<file path="src/rtl/fifo_rd_pkg.sv">
// Shared types for the FIFO read-side controller.
// Holds the controller state enum and skid depth.
package fifo_rd_pkg;

  typedef enum logic [1:0] {
    IDLE,
    READ,
    DRAIN,
    DONE
  } rd_state_e;

  localparam int SKID_DEPTH = 2;

endpackage

</file>
<file path="src/rtl/fifo_rd_ctrl_if.sv">
// Downstream valid/ready stream carrying FIFO words.
// master drives valid/data, slave drives ready.
interface fifo_rd_ctrl_if #(
  parameter int WIDTH = 128
);

  logic             valid;
  logic             ready;
  logic [WIDTH-1:0] data;

  modport master (
    output valid,
    output data,
    input  ready
  );

  modport slave (
    input  valid,
    input  data,
    output ready
  );

endinterface

</file>
<file path="src/rtl/fifo_rd_ctrl_skid.sv">
// Two-entry skid FIFO absorbing the read latency.
// Ports: push/push_data in, pop in, cnt/head_data/not_empty out.
module rd_skid_buf
  import fifo_rd_pkg::*;
#(
  parameter int WIDTH = 128
) (
  input  logic             clk,
  input  logic             rstn,
  input  logic             push,
  input  logic [WIDTH-1:0] push_data,
  input  logic             pop,
  output logic [1:0]       cnt,
  output logic [WIDTH-1:0] head_data,
  output logic             not_empty
);

  logic [WIDTH-1:0] mem0;
  logic [WIDTH-1:0] mem1;
  logic             wr_ptr;
  logic             rd_ptr;
  logic             pop_en;

  assign not_empty = (cnt != 2'd0);
  assign pop_en    = pop & not_empty;
  assign head_data = rd_ptr ? mem1 : mem0;

  always_ff @(posedge clk or posedge rstn) begin
    if (rstn) begin
      mem0   <= '0;
      mem1   <= '0;
      wr_ptr <= 1'b0;
      rd_ptr <= 1'b0;
      cnt    <= 2'd0;
    end else begin
      if (push) begin
        if (wr_ptr) mem1 <= push_data;
        else        mem0 <= push_data;
        wr_ptr <= ~wr_ptr;
      end
      if (pop_en) rd_ptr <= ~rd_ptr;
      cnt <= cnt + 2'(push) - 2'(pop_en);
    end
  end

  // The controller's credit check must keep us from
  // ever pushing into a full buffer without a pop.
  a_no_overflow: assert property (
    @(posedge clk) disable iff (rstn)
    !(push && !pop_en && cnt == 2'(SKID_DEPTH))
  );

endmodule

</file>
<file path="src/rtl/fifo_rd_ctrl.sv">
// Burst read controller: issues FIFO reads, streams words out.
// Ports: start/len/abort ctl, FIFO rden/rddata, dn stream, status.
module fifo_rd_ctrl
  import fifo_rd_pkg::*;
#(
  parameter int WIDTH = 128,
  parameter int LEN_W = 8,
  parameter int CNT_W = 16
) (
  input  logic             clk,
  input  logic             rstn,
  input  logic             i_start,
  input  logic [LEN_W-1:0] i_burst_len,
  input  logic             i_abort,
  input  logic             i_fifo_empty,
  input  logic [WIDTH-1:0] i_fifo_rddata,
  output logic             o_fifo_rden,
  fifo_rd_ctrl_if.master   dn,
  output logic             o_busy,
  output logic             o_done,
  output logic             o_aborted,
  output logic [CNT_W-1:0] o_xfer_cnt
);

  rd_state_e        state_q;
  rd_state_e        state_d;
  logic [LEN_W-1:0] len_q;
  logic [LEN_W-1:0] len_d;
  logic [LEN_W-1:0] issued_q;
  logic [LEN_W-1:0] issued_d;
  logic             inflight_q;
  logic             aborted_q;
  logic             aborted_d;
  logic [CNT_W-1:0] xfer_q;

  logic [1:0]       skid_cnt;
  logic             pop;
  logic [2:0]       occ;
  logic             credit_ok;

  assign pop = dn.valid & dn.ready;

  // Words already committed to the skid once all
  // outstanding reads land, net of this cycle's pop.
  assign occ = {1'b0, skid_cnt}
             + {2'b00, inflight_q}
             - {2'b00, pop};
  assign credit_ok = (occ < 3'(SKID_DEPTH));

  assign o_fifo_rden = (state_q == READ)
                     & ~i_fifo_empty
                     & ~i_abort
                     & (issued_q < len_q)
                     & credit_ok;

  always_comb begin
    state_d   = state_q;
    len_d     = len_q;
    issued_d  = issued_q + LEN_W'(o_fifo_rden);
    aborted_d = aborted_q;
    unique case (state_q)
      IDLE: begin
        if (i_start) begin
          if (i_burst_len != '0) begin
            len_d    = i_burst_len;
            issued_d = '0;
            state_d  = READ;
          end else begin
            state_d  = DONE;
          end
        end
      end
      READ: begin
        if (i_abort) begin
          aborted_d = 1'b1;
          state_d   = DRAIN;
        end else if (issued_q == len_q) begin
          state_d   = DRAIN;
        end
      end
      DRAIN: begin
        if (!inflight_q && skid_cnt == 2'd0)
          state_d = DONE;
      end
      DONE: begin
        aborted_d = 1'b0;
        state_d   = IDLE;
      end
    endcase
  end

  always_ff @(posedge clk or posedge rstn) begin
    if (rstn) begin
      state_q    <= IDLE;
      len_q      <= '0;
      issued_q   <= '0;
      inflight_q <= 1'b0;
      aborted_q  <= 1'b0;
      xfer_q     <= '0;
    end else begin
      state_q    <= state_d;
      len_q      <= len_d;
      issued_q   <= issued_d;
      inflight_q <= o_fifo_rden;
      aborted_q  <= aborted_d;
      xfer_q     <= xfer_q + CNT_W'(pop);
    end
  end

  rd_skid_buf #(
    .WIDTH (WIDTH)
  ) u_skid (
    .clk       (clk),
    .rstn      (rstn),
    .push      (inflight_q),
    .push_data (i_fifo_rddata),
    .pop       (pop),
    .cnt       (skid_cnt),
    .head_data (dn.data),
    .not_empty (dn.valid)
  );

  assign o_busy     = (state_q != IDLE);
  assign o_done     = (state_q == DONE);
  assign o_aborted  = (state_q == DONE) & aborted_q;
  assign o_xfer_cnt = xfer_q;

endmodule

</file>
<file path="src/flat_wrapper.sv">
// flat-port wrapper written by rule: the top's interface ports become plain ports
module fifo_rd_ctrl_flat import fifo_rd_pkg::*;
#(
  parameter int WIDTH = 128,
  parameter int LEN_W = 8,
  parameter int CNT_W = 16
)
  (clk, rstn, i_start, i_burst_len, i_abort, i_fifo_empty, i_fifo_rddata, o_fifo_rden, o_busy, o_done, o_aborted, o_xfer_cnt, dn_valid, dn_data, dn_ready);
  fifo_rd_ctrl_if #(.WIDTH(WIDTH)) dn_i ();
  input  logic clk;
  input  logic rstn;
  input  logic i_start;
  input  logic [LEN_W-1:0] i_burst_len;
  input  logic i_abort;
  input  logic i_fifo_empty;
  input  logic [WIDTH-1:0] i_fifo_rddata;
  output logic o_fifo_rden;
  output logic o_busy;
  output logic o_done;
  output logic o_aborted;
  output logic [CNT_W-1:0] o_xfer_cnt;
  output wire logic [$bits(dn_i.valid)-1:0] dn_valid;
  output wire logic [$bits(dn_i.data)-1:0] dn_data;
  input wire logic [$bits(dn_i.ready)-1:0] dn_ready;
  assign dn_valid = dn_i.valid;
  assign dn_data = dn_i.data;
  assign dn_i.ready = dn_ready;
  fifo_rd_ctrl #(.WIDTH(WIDTH), .LEN_W(LEN_W), .CNT_W(CNT_W)) u_core (.clk(clk), .rstn(rstn), .i_start(i_start), .i_burst_len(i_burst_len), .i_abort(i_abort), .i_fifo_empty(i_fifo_empty), .i_fifo_rddata(i_fifo_rddata), .o_fifo_rden(o_fifo_rden), .dn(dn_i), .o_busy(o_busy), .o_done(o_done), .o_aborted(o_aborted), .o_xfer_cnt(o_xfer_cnt));
endmodule
</file>
<file path="config.mk">
export PLATFORM = sky130hd
export DESIGN_NAME = fifo_rd_ctrl_flat
export DESIGN_NICKNAME = d
export VERILOG_FILES = /design/src/rtl/fifo_rd_pkg.sv /design/src/rtl/fifo_rd_ctrl_if.sv /design/src/rtl/fifo_rd_ctrl_skid.sv /design/src/rtl/fifo_rd_ctrl.sv /design/src/flat_wrapper.sv
export SDC_FILE = /design/constraint.sdc
export NUM_CORES = 1
export LEC_CHECK = 0
export ABC_AREA = 1
export CORE_MARGIN = 2
export CORE_UTILIZATION = 45
export CTS_BUF_LIST = sky130_fd_sc_hd__clkbuf_8 sky130_fd_sc_hd__clkbuf_16
export CTS_CLUSTER_DIAMETER = 150
export CTS_CLUSTER_SIZE = 16
export DETAILED_ROUTE_END_ITERATION = 10
export PLACE_DENSITY = 0.72
export SLEW_MARGIN = 0
export SYNTH_ARGS = -nofsm -noshare
export SYNTH_HDL_FRONTEND = slang
export SYNTH_SLANG_ARGS = --single-unit
</file>
<file path="constraint.sdc">
create_clock -name clk -period 19.4 [get_ports clk]
set_clock_uncertainty 0.05 [all_clocks]
set_input_delay 2.91 -clock clk [delete_from_list [all_inputs] [get_ports clk]]
set_output_delay 2.91 -clock clk [all_outputs]
set_load 0.01 [all_outputs]
</file>
==> run metrics, run 1 <==
Max Freq 115 MHz; critical path launch point type input pin; worst-path maximum fanout 3; worst setup margin 10.70 ns; Pre-Repair DR Iteration Count 5; final setup fails 0; Synth top area share 0.540; Max Cap Viol 0; Final HPWL DP 21,500 um; Hold Crit Depth 2; DR DRC count 0; final non-filler cell area 17,300 um2; worst r2r path cells 20; initial core utilization 0.460; Reg2Reg Capture Point u_core.issued_q[4]; ranking of synthesized cells by area dfrtp_1 54%, nand2_1 19%, o21ai_2 7.0%; Slew @ Worst Pin 1.13 ns; I/O pins 291; Most used DFF post-synth dfrtp_1; clk sinks 296; Via density 4.88; FF+latch count, synth 296; clock buffer depth 3; Die Wd 179 um; IR drop worst, VDD 0.0000838 V; initial antenna violation count 2; wire per inst 14.7 um; Detail Route Antenna Nets 0; RSZ-0062 raised after global routing no; number of global-route vias before repair 10.5k; Final Hold Fails 0; pre-CTS WS 10.71 ns; FFs w/ async S/R, synth 1.00; TritonCTS Buffers 22; post_cts resized 0; Tcrit/Tclk final 0.448; share of cells above drive strength 1 0.0828; Seq/Total Area, Yosys 0.540; setup_tns 0 ns; # hold bufs at CTS 0; fillers 2,697; most common cell in the netlist nand2_1; Critical Path AT 5.74 ns; first-pass GRT wire length 53,700 um; R2R Path Start u_core.u_skid.cnt[1]; Max-Slew Margin vs Limit 0.247; Max Slew Vio Count 0; Routed WL 33,300 um; largest net degree at the start of global routing 119; critical path class input pin to output port; Finished Core Util 0.579; net count reported at finish 2,032; Yosys warning total 0; cell area power density 161 nW/um2; Reg2Reg Setup Slack 15.82 ns; DR vias 11.0k; Hold EP u_core.u_skid.mem0[33]; overall global routing resource usage 0.208; min Tclk post-route 8.70 ns; P&R area growth vs syn 25.9%; status finished, final reports clean; cell taking the most area after synthesis dfrtp_1; routability cong. 0.849; synth unique cells 28; Post-Synthesis Net Count 1,794; Hold WC Path Type register to register; core area 29,800 um2; Post-synth top cells 707 x nand2_1, 296 x dfrtp_1, 173 x inv_1; I/O Buffers 290; Post-DP Area 16,700 um2; clk_lat worst skew 0.51 ns; Root Driver clkbuf_16; die footprint 31,900 um2; Setup Buffers After CTS 0; Lkg Pwr 9.01 nW; Post-synth EDFFs 0; post-synth design cell area 13,700 um2; Hold Crit Start u_core.u_skid.mem0[33]; H-tree depth 1; Reg clk slew, reported paths 0.07 ns; PnR Total Power 0.00277 W; Crit path required time 16.44 ns; cell row count 63; Cells after Synth 1,633; Die H 179 um; gr ovfl total 0; Initial DRC Count 969; CTS tree done; syn avg cell area 8.40 um2; crit path capture type output port
## per-layer routing
metal  global-route usage  vias to the layer above  routed length, um
met2                0.336                      307              15500
met5                    0                        -                 13
met3               0.0386                       44               2200
met1                0.291                     5208              15000
li1                     -                     5487                  -
met4               0.0454                        2                604
## cell type report
type	count	area (um2)	share of cell area
clock inverters	2	12.5	0.000725
repair buffers	301	2990	0.173
multi-input cells	1076	5130	0.297
inverters	174	663	0.0384
flip-flops and latches	296	7410	0.429
well taps	390	488	0.0283
diodes	1	2.50	0.000145
clock buffers	23	576	0.0333
## critical path, cell delays in order
cell and delay, ns:
clkdlybuf4s50_1 0.43, nand2_1 0.13, inv_1 0.08, ha_1 0.28
inv_1 0.06, ha_1 0.13, inv_1 0.06, fa_1 0.50
nand2_1 0.06, a21oi_1 0.11, nand4_1 0.10, a21oi_1 0.28
clkdlybuf4s50_1 0.60
## stage by stage
stage,hold slack (ns),cells
6_report,0.432,2263
5_1_grt,0.446,2263
4_1_cts,0.435,2262
3_5_place_dp,0.417,2237
3_3_place_gp,0.413,2237
2_1_floorplan,0.396,1633
## how the worst max path moves through the flow
stage / start / to / cells after the start
after global placement: dn_ready / o_fifo_rden / 13
after detailed placement: dn_ready / o_fifo_rden / 13
final: dn_ready / o_fifo_rden / 13
after CTS: dn_ready / o_fifo_rden / 13
after floorplan: rstn / u_core.aborted_q / 1
after global routing: dn_ready / o_fifo_rden / 13
## where the power goes
part	switching [W]	total, W	internal (W)
clock	0.000207	0.000417	0.000210
combinational	0.000676	0.00132	0.000646
sequential	0.000159	0.00104	0.000877
## cell usage in the layout, fill, tap and decap left out, types with 11 or more instances in the layout
master           netlist  routed
buf_4                  0      11
clkbuf_16              0      23
clkdlybuf4s50_1        0     290
dfrtp_1              296     295
ha_1                  18      18
inv_1                173     172
nand2_1              707     706
nand3_1               11      11
nor2_1                27      27
o21ai_0              146     146
o21ai_2              110     110
## cell families (layout without fill, tap and decap cells)
group / count (synthesis) / count (layout) / synth area share
xor+xnor: 16 / 16 / 0.0102
fa+ha+maj: 19 / 19 / 0.0179
simple gates: 768 / 768 / 0.215
compound gates: 273 / 273 / 0.130
other cells: 0 / 1 / 0
buf+inv: 261 / 500 / 0.0870
flops: 296 / 296 / 0.540
## state kept, by name (all words and copies together), names as in the netlist
signal                count
u_core.aborted_q          1
u_core.inflight_q         1
u_core.issued_q           8
u_core.len_q              8
u_core.o_xfer_cnt        16
u_core.state_q            2
u_core.u_skid.cnt         2
u_core.u_skid.mem0      128
u_core.u_skid.mem1      128
u_core.u_skid.rd_ptr      1
u_core.u_skid.wr_ptr      1
Note: power is estimated with default switching activity, not from simulation.
==> inputs of run 2 (changes only) <==
- clock period: 19.4 -> 9 ns (I/O delays scaled with it)
==> run 2 against run 1 <==
Sequential cell count unchanged. Design area is essentially flat. Combinational power grew 120%. First-iteration DRC count shrank 7.8%. Worst setup slack lost 7.3 ns. Final cell count is essentially flat. Sequential power is 110% higher. Critical endpoint unchanged.
==> run metrics, run 2 (synthesis gave the netlist of run 1 again) <==
IR drop worst, VDD 0.000255 V (+200%); worst r2r path cells 20 (unchanged); first-pass GRT wire length 52,900 um (-1.6%); clk_lat worst skew 0.51 ns (about the same); share of cells above drive strength 1 0.0828 (unchanged); Critical-path top delay cell clkdlybuf4s50_1; Max-Slew Margin vs Limit 0.286 (+0.0387); Via density 4.85 (-0.62%); worst setup margin 3.42 ns (-7.28 ns); routability cong. 0.839 (-1.1%); Hold Crit Depth 2 (unchanged); H-tree depth 1 (unchanged); setup_tns 0 ns (unchanged); Combinational Power Share 0.477 (about the same); GR peak layer met2; number of global-route vias before repair 10.6k (+0.70%); Reg2Reg Capture Point u_core.issued_q[4]; overall global routing resource usage 0.204 (-0.00378); Crit path required time 7.60 ns (-8.84 ns); DR DRC count 0 (unchanged); min Tclk post-route 5.58 ns; Slew @ Worst Pin 1.07 ns (-0.0581 ns); Detail Route Antenna Nets 0 (unchanged); Final Hold Fails 0 (unchanged); clock share of power 0.149 (about the same); P&R area growth vs syn 25.9% (about the same); critical path launch point type input pin; clock buffer depth 3 (unchanged); R2R Path Start u_core.u_skid.cnt[1]; worst-path maximum fanout 3 (unchanged); Worst path max stage delay 0.61 ns (about the same); Hold EP u_core.u_skid.mem0[19]; final setup fails 0 (unchanged); Hold Crit Start u_core.u_skid.mem0[19]; Routed WL 32,600 um (-2.2%); status finished, final reports clean; Critical Path AT 4.18 ns (-1.56 ns); Max Slew Vio Count 0 (unchanged); clk sinks 296 (unchanged); net count reported at finish 2,032 (unchanged); TritonCTS Buffers 22 (unchanged); gr ovfl total 0 (unchanged); Reg clk slew, reported paths 0.07 ns (about the same); initial antenna violation count 0 (-2); I/O pins 291 (unchanged); Internal 0.00374 W (+120%); largest net degree at the start of global routing 155 (+30%); core area 29,800 um2 (unchanged); die footprint 31,900 um2 (unchanged); # diodes 0 (-1); CP Cell Sequence clkdlybuf4s50_1, nand2_1, inv_1, ha_1, inv_1, ha_1, inv_1, fa_1, nand2_1, a21oi_1, nand4_1, a21oi_1, clkdlybuf4s50_1; met3 Use GR 0.0347 (-0.00384); Max Freq 179 MHz; CTS tree done; CP dominant cell by count inv_1; Setup Buffers After CTS 0 (unchanged); WP buf/inv 5 (unchanged); Lkg Pwr 9.01 nW (about the same); Root Driver clkbuf_16; Placed Cells 2,237 (unchanged); Sw Ratio 0.373 (-0.00270); sw power 0.00222 W (+110%); Finished Core Util 0.580 (about the same); Initial DRC Count 893 (-7.8%); I/O Buffers 290 (unchanged); commonest non-fill, non-tap cell in the layout nand2_1; RSZ-0062 raised after global routing no; Pre-Repair DR Iteration Count 5 (unchanged); Layout Cells excl Fill 2,262 (-0.044%); cell area power density 345 nW/um2 (+110%); met1 Track Usage GR 0.287 (-0.00393); crit path capture type output port; Max Cap Viol 0 (unchanged); Tcrit/Tclk final 0.620; post_cts resized 0 (unchanged); wire per inst 14.4 um (-2.1%); CP top delay family buffers and inverters; cell row count 63 (unchanged); Reg2Reg Setup Slack 5.42 ns (-10.40 ns); initial core utilization 0.460 (unchanged); DR vias 11.0k (-0.66%); pre-CTS WS 3.44 ns (-7.27 ns); Final HPWL DP 21,300 um (-0.73%); critical path class input pin to output port; commonest cells after routing, fill and taps aside 706 x nand2_1, 295 x dfrtp_1, 290 x clkdlybuf4s50_1; fillers 2,678 (-0.70%); Die H 179 um (unchanged); GR Util met2 0.335 (-0.000644); Die Wd 179 um (unchanged); Hold WC Path Type register to register; # hold bufs at CTS 0 (unchanged); register share of total power 0.374 (about the same)
-- run 2: cell types whose count changed in the layout (fill, tap and decap cells not counted), sizes merged --
cell,change
clkinvlp,+1
diode,-1
inv,-1
-- run 2: stage by stage --
stage,cell area [um2],hold WS (ns),total power (W)
after floorplan,13700,0.396,0.00377
after global placement,16700,0.413,0.00505
after detailed placement,16700,0.417,0.00512
after CTS,17300,0.435,0.00603
after global routing,17300,0.453,0.00646
final,17300,0.431,0.00596
-- run 2: worst min-delay path: stages, from the launching register on --
cell and delay, ns:
dfrtp_1 0.34, nand2_1 0.06, o21ai_2 0.05
-- run 2: metal layers --
layer	wire length (um)	up-vias
met1	14900	5169
li1	-	5488
met4	408	0
met3	2070	28
met2	15200	290
met5	0	-
-- run 2: final cells by class --
cell class	instances	area, um2	area share
flip-flops and latches	296	7410	0.429
multi-input cells	1076	5130	0.297
repair buffers	301	3000	0.174
inverters	174	659	0.0382
clock buffers	23	576	0.0333
well taps	390	488	0.0283
clock inverters	2	12.5	0.000724
-- run 2: worst max-delay path by stage --
| stage | from | to | slack (ns) | cells past startpoint |
|---|---|---|---|---|
| 2_1_floorplan | rstn | u_core.aborted_q | 3.67 | 1 |
| 3_3_place_gp | dn_ready | o_fifo_rden | 3.48 | 13 |
| 3_5_place_dp | dn_ready | o_fifo_rden | 3.44 | 13 |
| 4_1_cts | dn_ready | o_fifo_rden | 3.43 | 13 |
| 5_1_grt | dn_ready | o_fifo_rden | 3.29 | 13 |
| 6_report | dn_ready | o_fifo_rden | 3.42 | 13 |
-- run 2: power groups by stage --
| stage | clock [W] | sequential [W] | combinational (W) |
|---|---|---|---|
| 6_report | 0.000889 | 0.00223 | 0.00284 |
| 5_1_grt | 0.000978 | 0.00230 | 0.00318 |
| 4_1_cts | 0.000923 | 0.00222 | 0.00288 |
| 3_5_place_dp | 0 | 0.00224 | 0.00287 |
| 3_3_place_gp | 0 | 0.00222 | 0.00283 |
| 2_1_floorplan | 0 | 0.00215 | 0.00162 |
